### config.mk
export PLATFORM = sky130hd
export DESIGN_NAME = go_button_ctrl
export DESIGN_NICKNAME = d
export VERILOG_FILES = /design/src/rtl/go_button_ctrl.sv
export SDC_FILE = /design/constraint.sdc
export NUM_CORES = 1
export LEC_CHECK = 0
export CAP_MARGIN = 40
export CORE_MARGIN = 1
export CORE_UTILIZATION = 58
export DETAILED_ROUTE_END_ITERATION = 8
export PLACE_DENSITY = 0.82
export SLEW_MARGIN = 10
export SYNTH_ARGS = -nofsm -noshare
export SYNTH_HDL_FRONTEND = slang
export SYNTH_SLANG_ARGS = --single-unit
### constraint.sdc
create_clock -name clk -period 2.95 [get_ports clk]
set_input_delay 0.295 -clock clk [delete_from_list [all_inputs] [get_ports clk]]
set_output_delay 0.295 -clock clk [all_outputs]
set_load 0.02 [all_outputs]
### src/rtl/go_button_ctrl.sv
// Button launcher: synchronise, debounce and edge-detect a raw button, then issue
// one-cycle go pulses gated by the downstream done. Optional one-deep press queue: GO_CTRL_QUEUE_EN.
module go_button_ctrl #(
  parameter int DEBOUNCE_CYCLES = 16,
  parameter int DB_W            = 16,
  parameter int RUN_W           = 8
) (
  input  logic             clk,
  input  logic             rst,
  input  logic             btn,
  input  logic             done,
  output logic             go,
  output logic             busy,
  output logic             btn_clean,
  output logic             pending,
  output logic [RUN_W-1:0] runs
);

  typedef enum logic [1:0] {
    IDLE  = 2'd0,
    ISSUE = 2'd1,
    WAIT  = 2'd2
  } state_t;

  localparam logic [DB_W-1:0] DB_LAST = DB_W'(DEBOUNCE_CYCLES - 1);

  state_t           state_reg, state_next;
  logic             s1_reg, s2_reg;
  logic             clean_reg, prev_reg;
  logic [DB_W-1:0]  db_cnt_reg;
  logic [RUN_W-1:0] runs_reg;
  logic             press;
  logic             accept_done;
  logic             pending_int;

  assign press       = clean_reg & ~prev_reg;
  assign accept_done = (state_reg == WAIT) && done;

  // Clean level only flips after DEBOUNCE_CYCLES consecutive disagreeing samples.
  always_ff @(posedge clk) begin
    if (!rst) begin
      s1_reg     <= 1'b0;
      s2_reg     <= 1'b0;
      clean_reg  <= 1'b0;
      prev_reg   <= 1'b0;
      db_cnt_reg <= '0;
    end else begin
      s1_reg   <= btn;
      s2_reg   <= s1_reg;
      prev_reg <= clean_reg;
      if (s2_reg != clean_reg) begin
        if (db_cnt_reg == DB_LAST) begin
          clean_reg  <= s2_reg;
          db_cnt_reg <= '0;
        end else begin
          db_cnt_reg <= db_cnt_reg + DB_W'(1);
        end
      end else begin
        db_cnt_reg <= '0;
      end
    end
  end

  always_ff @(posedge clk) begin
    if (!rst) begin
      runs_reg <= '0;
    end else if (accept_done && (runs_reg != {RUN_W{1'b1}})) begin
      runs_reg <= runs_reg + RUN_W'(1);
    end
  end

`ifdef GO_CTRL_QUEUE_EN
  logic pending_reg;

  // A press taken together with done goes straight to ISSUE, so it never parks here.
  always_ff @(posedge clk) begin
    if (!rst) begin
      pending_reg <= 1'b0;
    end else if (accept_done) begin
      pending_reg <= 1'b0;
    end else if (press && (state_reg != IDLE)) begin
      pending_reg <= 1'b1;
    end
  end

  assign pending_int = pending_reg;
`else
  assign pending_int = 1'b0;
`endif

  always_ff @(posedge clk) begin
    if (!rst) begin
      state_reg <= IDLE;
    end else begin
      state_reg <= state_next;
    end
  end

  always_comb begin
    state_next = state_reg;
    case (state_reg)
      IDLE:  if (press) state_next = ISSUE;
      ISSUE: state_next = WAIT;
      WAIT: begin
        if (done) begin
`ifdef GO_CTRL_QUEUE_EN
          state_next = (pending_int || press) ? ISSUE : IDLE;
`else
          state_next = IDLE;
`endif
        end
      end
      default: state_next = IDLE;
    endcase
  end

  always_comb begin
    go   = 1'b0;
    busy = 1'b0;
    case (state_reg)
      ISSUE: begin
        go   = 1'b1;
        busy = 1'b1;
      end
      WAIT:    busy = 1'b1;
      default: ;
    endcase
  end

  assign btn_clean = clean_reg;
  assign pending   = pending_int;
  assign runs      = runs_reg;

endmodule

==> flow_summary.yaml, run 1 <==
sta:
  fin_skew_ns: 0.00622
  setup_violations: 0
  finalWorstSetupSlack_ns: 1.02
  slew_violations: 0
  fin_crit_sh: 0.653
  finalCriticalPeriod_ns: 1.93
  timing.fmax_ghz: 0.519
  timing.hold.ws_ns: 0.430
  tns_ns: 0
  rsz0062_at_grt: "false"
  final_hold_viol_count: 0
power_and_ir_drop:
  pwr-share-seq: 0.589
  p_comb_frac: 0.103
  peakVddDrop_v: 0.000337
  p_per_area_mw_per_mm2: 437
  leakagePower_nw: 0.574
  pwr-share-clk: 0.308
  p_switching_mw: 0.171
  switching_share: 0.243
  p_int_mw: 0.535
routing:
  routed_wl_mm: 2.37
  ant_nets: 0
  drc_errors: 0
  via_count: 1066
  firstDrtPassIters: 4
  wire_per_inst_um: 12.2
  drtIter0Drc: 7
  vias_per_cell: 5.47
placement:
  port_buffers: 14
  dp_hpwl_mm: 1.72
  preCtsSetupSlack_ns: 1.26
  place_inst: 188
  gp_congestion: 0.770
synth:
  synthAdderAreaFrac: 0.0532
  synth_area_mm2: 0.00141
  yosys_warnings: 0
  ys_top_cells_by_count: "dfxtp_1 (30), nor2_1 (23), xnor2_1 (11), xor2_1 (7)"
  syn_avg_cell_area_um2: 9.54
  netlist.area_leader.share: 0.426
  yosys.area_share.simple: 0.298
  yosys.cell_types.count: 34
  ys_seq_elements: 30
  synth_cells: 148
  synth_seq_area_share: 0.426
  synth-compound-area-share: 0.0443
  synth.mux.area_fraction: 0.0355
  ys_top_cells_by_area: "dfxtp_1 (43%), xnor2_1 (6.8%), nor2_1 (6.1%)"
  ys.flop_type: "dfxtp_1"
  syn-num-nets: 158
  synth_top_area_cell: "dfxtp_1"
  yosysMostFrequentCell: "dfxtp_1"
  synth_edf_count: 0
  synthXorXnorAreaFrac: 0.112
  synth_top_family_by_area: "simple AND/OR/NAND/NOR gates"
  async_flop_share: 0
critical_path:
  timing_worst_setup_path_type: "flip-flop to output port"
  r2r-end: "runs[7]"
  crit_chain: "inv_1 -> ha_1 -> clkdlybuf4s50_1"
  end_kind: "output port"
  rr_startpoint: "state_reg[0]"
  cp_max_fo: 3
  reg2reg_slack_ns: 1.36
  cp_num_buf_inv: 2
  path_delay_family: "buffers and inverters"
  r2r_cells: 6
  start_kind: "flip-flop"
  cp_data_arrival_time_ns: 1.63
  required_ns: 2.65
  cpMaxStageDelayCell: "clkdlybuf4s50_1"
  slowest_delay_ns: 0.59
cts:
  clk_latency_ns: 0.32
  cts_root_buf: "clkbuf_4"
  htree_levels: 2
  ctsResizeCount: 0
  path_clk_slew_ns: 0.09
  postCtsSetupBuffers: 0
  cts_inserted_buffers: 5
  cts_tree: "yes"
  cts.sinks: 30
  clk_path_buf_depth: 2
  ctsHoldBuffers: 0
finish:
  fillerInstances: 186
  final_nets: 177
  multiInputGateArea_um2: 769
  largest_register_ffs: 16
  finalNonFillerCells: 195
  diodes: 0
  layout.area.seq_um2: 601
  layout-drive-gt1-share: 0.0898
  area_delta_synth_final_pct: 14.5
floorplan:
  num_io_pins: 16
  chipHeight_um: 51.3
  fp.dieArea_mm2: 0.00263
  die_w_um: 51.3
  start_util: 0.626
  coreArea_mm2: 0.00225
  fp-row-count: 17
global_route:
  first_global_vias: 1021
  grt_pass1_wl_mm: 4.11
  overflow: 0
  antenna_found_initial: 0
  grt_max_degree: 16
  gr-usage-all-layers: 0.218
hold_path:
  worstHoldPathType: "flip-flop to flip-flop"
  min_delay_path_depth: 1
  holdPathEnd: "s2_reg"
  hp-start: "s1_reg"
run_status:
  outcome: "finished, final reports clean"
run:
  maxCapViolCount: 0
routing by layer:
metal  part of all wire  wire length, µm  up-vias  GRT usage
li1                   -                -      546          -
met1               0.46             1080      496      0.219
met2               0.49             1150       19      0.384
met3              0.041               98        5     0.0893
met4              0.015               36        0      0.113
met5                  0                0        -          0
layout by cell type, fill, tap and decap left out:
cell type,instances
clkbuf_1,2
clkbuf_4,5
nand3_4,1
nand4_4,1
nand4_2,1
o21ai_1,1
ha_1,6
and2_1,4
nor2_1,23
conb_1,1
nand3_1,6
a21oi_1,2
nand2_1,4
o21a_1,1
dfxtp_1,30
xor2_1,7
and3_1,4
nand4_1,4
a211oi_1,1
nand2b_1,2
mux2i_1,5
o21ai_0,1
nor4_2,4
nor3_1,5
and4b_1,1
clkinv_1,1
and4_1,2
nor2_2,2
nor2b_1,1
nand3_2,1
inv_1,6
clkdlybuf4s50_1,14
a31oi_1,2
xnor2_1,11
o211ai_1,2
nor4_1,3
power groups by stage:
| stage | clock network [mW] | registers (mW) | logic [mW] |
|---|---|---|---|
| finish | 0.217 | 0.416 | 0.0731 |
| detailed placement | 0 | 0.425 | 0.0742 |
| floorplan | 0 | 0.425 | 0.0490 |
| CTS | 0.229 | 0.416 | 0.0744 |
| global route | 0.245 | 0.417 | 0.0827 |
| global placement | 0 | 0.425 | 0.0696 |
worst register-to-register path: stages, from the launching register on:
cell and delay [ns]:
dfxtp_1 0.35, inv_1 0.08, ha_1 0.20, and2_1 0.19, and4_1 0.26, and4_1 0.21
a211oi_1 0.21
how the worst max path moves through the flow:
stage                 startpoint  endpoint  slack [ns]  cells after the start
finish              state_reg[1]      busy        1.02                      3
CTS                 state_reg[1]      busy        0.99                      3
global route        state_reg[0]      busy        0.94                      3
global placement            done   runs[7]        1.32                      5
floorplan                runs[0]   runs[1]        1.45                      5
detailed placement          done   runs[7]        1.26                      5
per-stage QoR:
stage | power, mW | area, µm² | util
after floorplan | 0.474 | 1410 | -
after global placement | 0.495 | 1570 | 0.697
after detailed placement | 0.500 | 1570 | 0.697
after CTS | 0.720 | 1620 | 0.717
after global routing | 0.744 | 1620 | 0.717
final | 0.706 | 1620 | 0.717
kinds of logic (layout without fill, tap and decap cells):
family	after synthesis	count (layout)
and+or+nand+nor	69	69
DFF	30	30
xor gates and xnor gates	18	18
AOI/OAI and AO/OA	10	10
buffers and inverters	9	28
adders and majority gates	6	6
muxes	5	5
other	1	1
cell type report:
cell class | count | share of cell area
multi-input cells | 109 | 0.476
flip-flops and latches | 30 | 0.372
repair buffers | 14 | 0.0867
clock buffers | 7 | 0.0279
well taps | 28 | 0.0217
inverters | 7 | 0.0163
(Power assumes the default switching activity.)
==> inputs of run 2 (changes only) <==
CORE_UTILIZATION = 49   (was 58)
PLACE_DENSITY = 0.74   (was 0.82)
clock period = 1.6 ns   (was 2.95 ns; I/O delays follow)
==> run 2 against run 1 <==
Via count increased by 0.19%. Register-to-register slack worse by 1.3 ns. Critical path depth decreased by 2. Critical path type unchanged.
==> flow_summary.yaml, run 2 (same netlist as run 1, synthesis figures left out) <==
power_and_ir_drop:
  pwr-share-clk: 0.349
  p_int_mw: 1.02
  p_per_area_mw_per_mm2: 818
  switching_share: 0.255
  pwr-share-seq: 0.559
  peakVddDrop_v: 0.000773
  p_total_mw: 1.38
  leakagePower_nw: 0.712
  p_comb_frac: 0.092
  p_switching_mw: 0.351
routing:
  ant_nets: 0
  drc_errors: 0
  drtIter0Drc: 30
  wire_per_inst_um: 13.3
  routed_wl_mm: 2.69
  via_count: 1068
  firstDrtPassIters: 4
  vias_per_cell: 5.29
cts:
  clk_path_buf_depth: 2
  cts_root_buf: "clkbuf_4"
  postCtsSetupBuffers: 0
  cts.sinks: 30
  cts_inserted_buffers: 5
  htree_levels: 2
  cts_tree: "yes"
  path_clk_slew_ns: 0.10
  ctsHoldBuffers: 0
  clk_latency_ns: 0.34
run:
  maxCapViolCount: 0
hold_path:
  min_delay_path_depth: 2
  hp-start: "btn"
  holdPathEnd: "s1_reg"
  worstHoldPathType: "input port to flip-flop"
critical_path:
  reg2reg_slack_ns: 0.11
  required_ns: 1.44
  cp_max_fo: 5
  cpMaxStageDelayCell: "clkdlybuf4s50_1"
  end_kind: "output port"
  start_kind: "flip-flop"
  r2r-end: "runs[1]"
  cp_data_arrival_time_ns: 1.37
  crit_chain: "clkdlybuf4s50_1"
  r2r_cells: 5
  rr_startpoint: "runs[1]"
  slowest_delay_ns: 0.64
  path_delay_family: "buffers and inverters"
  timing_worst_setup_path_type: "flip-flop to output port"
  cp_num_buf_inv: 1
global_route:
  first_global_vias: 997
  met1_usage: 0.223
  use_met3: 0.0837
  grt_max_degree: 16
  grt-busiest-layer: "met2"
  use_met2: 0.315
  antenna_found_initial: 0
  grt_pass1_wl_mm: 4.57
  overflow: 0
  gr-usage-all-layers: 0.196
finish:
  layout-drive-gt1-share: 0.146
  finalNonFillerCells: 202
  diodes: 0
  final_nets: 180
  final_common_cell: "dfxtp_1"
  final_util: 0.615
  mostFrequentLayoutCells: "dfxtp_1 (29), nor2_1 (23), xnor2_1 (11)"
  area_delta_synth_final_pct: 19.1
  largest_register_ffs: 16
  stdcell_area_mm2: 0.00168
  fillerInstances: 224
sta:
  finalWorstSetupSlack_ns: 0.0664
  timing.hold.ws_ns: 0.404
  timing.fmax_ghz: 0.652
  final_hold_viol_count: 0
  slew_violations: 0
  fin_crit_sh: 0.958
  rsz0062_at_grt: "false"
  tns_ns: 0
  finalCriticalPeriod_ns: 1.53
  fin_skew_ns: 0.00937
  setup_violations: 0
floorplan:
  die_w_um: 55.7
  fp.dieArea_mm2: 0.00310
  chipHeight_um: 55.7
  fp-row-count: 19
  coreArea_mm2: 0.00273
  num_io_pins: 16
  start_util: 0.516
placement:
  place_inst: 194
  gp_congestion: 0.833
  port_buffers: 14
  placed_cell_area_mm2: 0.00160
  preCtsSetupSlack_ns: -0.0122
  dp_hpwl_mm: 1.87
run_status:
  outcome: "finished, final reports clean"
## run 2: changes by cell type in the layout (fill, tap and decap cells not counted), sizes merged
cell           delta
clkbuf            +1
dlygate4sd2       +3
dlymetal6s2s      +5
buf               +3
clkdlybuf4s50     -9
clkinv            +1
## run 2: how the worst max path moves through the flow
stage / slack [ns] / to / from / depth (start not counted)
2_1_floorplan: 0.10 / runs[1] / runs[0] / 5
3_3_place_gp: 0.11 / runs[7] / state_reg[0] / 6
3_5_place_dp: -0.01 / runs[7] / state_reg[0] / 6
4_1_cts: 0.005 / runs[0] / runs[0] / 2
5_1_grt: 0.001 / runs[1] / runs[1] / 5
6_report: 0.07 / runs[5] / runs[5] / 1
## run 2: routing by layer
metal	part of all wire	up-vias
met3	0.046	6
met1	0.44	488
met2	0.50	18
met5	0	-
li1	-	556
met4	0.019	0
## run 2: what timing repair did
item                                    CTS  global route
pin swaps                                 0             1
endpoints found under the setup margin    5            18
resized for setup                         5            12
## run 2: cell type report
type	instances	area, µm²	share of cell area
Multi-Input combinational cell	109	788	0.469
Tap cell	31	38.8	0.0231
Clock buffer	7	55.1	0.0327
Sequential cell	30	602	0.358
Timing Repair Buffer	17	166	0.0990
Inverter	7	26.3	0.0156
Clock inverter	1	5.00	0.00298
## run 2: power groups by stage
stage	Clock [mW]	Combinational [mW]	Sequential, mW
final	0.480	0.127	0.769
after global routing	0.534	0.140	0.770
after CTS	0.488	0.128	0.769
after detailed placement	0	0.137	0.785
after global placement	0	0.132	0.783
after floorplan	0	0.0903	0.784
==> inputs of run 3 (changes only) <==
ABC_CLOCK_PERIOD_IN_PS = 1600   (was default)
MAX_ROUTING_LAYER = met4   (was default)
==> run 3 against run 2 <==
Total power rose by 0.22%. Largest power group unchanged. Sequential power barely moved. Largest cell class unchanged. Cell area did not move.
==> flow_summary.yaml, run 3 (same netlist as run 1, synthesis figures left out) <==
sta:
  fin_crit_sh: 0.953
  timing.hold.ws_ns: 0.403
  fin_skew_ns: 0.00670
  timing.fmax_ghz: 0.656
  finalCriticalPeriod_ns: 1.52
  final_hold_viol_count: 0
  setup_violations: 0
  slew_violations: 0
  rsz0062_at_grt: "false"
finish:
  mostFrequentLayoutCells: "dfxtp_1 (29), nor2_1 (23), xnor2_1 (11)"
  fillerInstances: 224
  final_nets: 180
  diodes: 0
  area_delta_synth_final_pct: 19.1
  stdcell_area_mm2: 0.00168
  largest_register_ffs: 16
  layout-drive-gt1-share: 0.146
  final_common_cell: "dfxtp_1"
global_route:
  first_global_vias: 999
  use_met3: 0.0837
  grt_max_degree: 16
  antenna_found_initial: 0
  use_met2: 0.320
  grt-busiest-layer: "met2"
  met1_usage: 0.220
  gr-usage-all-layers: 0.202
  overflow: 0
  grt_pass1_wl_mm: 4.57
critical_path:
  end_kind: "output port"
  r2r_cells: 5
  required_ns: 1.44
  cp_data_arrival_time_ns: 1.36
  rr_startpoint: "runs[1]"
  startpoint: "runs[5]"
  timing_worst_setup_path_type: "flip-flop to output port"
  cp_num_buf_inv: 1
  cp_num_cells: 1
  cp_max_fo: 5
  slowest_delay_ns: 0.63
  path_delay_family: "buffers and inverters"
  start_kind: "flip-flop"
  cpMaxStageDelayCell: "clkdlybuf4s50_1"
  crit_chain: "clkdlybuf4s50_1"
cts:
  cts_inserted_buffers: 5
  cts_root_buf: "clkbuf_4"
  cts.sinks: 30
  ctsHoldBuffers: 0
  cts_tree: "yes"
  htree_levels: 2
  path_clk_slew_ns: 0.10
  clk_latency_ns: 0.33
  clk_path_buf_depth: 2
  postCtsSetupBuffers: 0
run_status:
  outcome: "finished, final reports clean"
floorplan:
  die_w_um: 55.7
  chipHeight_um: 55.7
  start_util: 0.516
  num_io_pins: 16
  fp-row-count: 19
  coreArea_mm2: 0.00273
  fp.dieArea_mm2: 0.00310
placement:
  gp_congestion: 0.846
  port_buffers: 14
  dp_hpwl_mm: 1.87
  placed_cell_area_mm2: 0.00160
routing:
  vias_per_cell: 5.27
  drc_errors: 0
  drtIter0Drc: 25
  routed_wl_mm: 2.72
  wire_per_inst_um: 13.5
  ant_nets: 0
  via_count: 1064
  firstDrtPassIters: 4
power_and_ir_drop:
  peakVddDrop_v: 0.000774
  p_per_area_mw_per_mm2: 820
  leakagePower_nw: 0.712
hold_path:
  min_delay_path_depth: 2
  worstHoldPathType: "input port to flip-flop"
  hp-start: "btn"
run:
  maxCapViolCount: 0
## run 3: cell counts in the layout (fill, tap and decap cells not counted)
Identical to the previous run, type by type.
## run 3: final timing paths
kind	to	slack (ns)
hold / removal	s1_reg	0.40
setup reg to reg	runs[1]	0.10
hold reg to reg	s2_reg	0.44
setup / recovery	runs[5]	0.08
## run 3: layer usage
metal,vias to the layer above,share of wire
li1,554,-
met1,486,0.44
met2,17,0.50
met3,7,0.033
met4,0,0.023
met5,-,0
## run 3: layout make-up
type,instances,area (µm²),share of cell area
Inverter,7,26.3,0.0156
Tap cell,31,38.8,0.0231
Multi-Input combinational cell,109,788,0.469
Clock inverter,1,5.00,0.00298
Timing Repair Buffer,17,166,0.0990
Sequential cell,30,602,0.358
Clock buffer,7,55.1,0.0327
## run 3: through the flow
stage          setup WS [ns]  setup TNS (ns)   util  total power, mW  std cells
2_1_floorplan          0.103               0      -            0.874        148
3_3_place_gp           0.112               0  0.584            0.915        194
3_5_place_dp         -0.0122         -0.0122  0.584            0.922        194
4_1_cts              0.00532               0  0.605             1.39        202
5_1_grt              0.00129               0  0.615             1.44        202
6_report              0.0751               0  0.615             1.38        202
## run 3: timing repair
item                                    CTS  global route
gates cloned                              0             0
endpoints found under the hold margin     0             0
resized for setup                         5            12
endpoints found under the setup margin    5            19
pin swaps                                 0             1
## run 3: power breakdown
part	internal, mW	switching [mW]	leakage [nW]
clock network	0.213	0.270	0.0353
registers	0.760	0.00894	0.243
logic	0.0522	0.0747	0.434
total	1.02	0.354	0.712
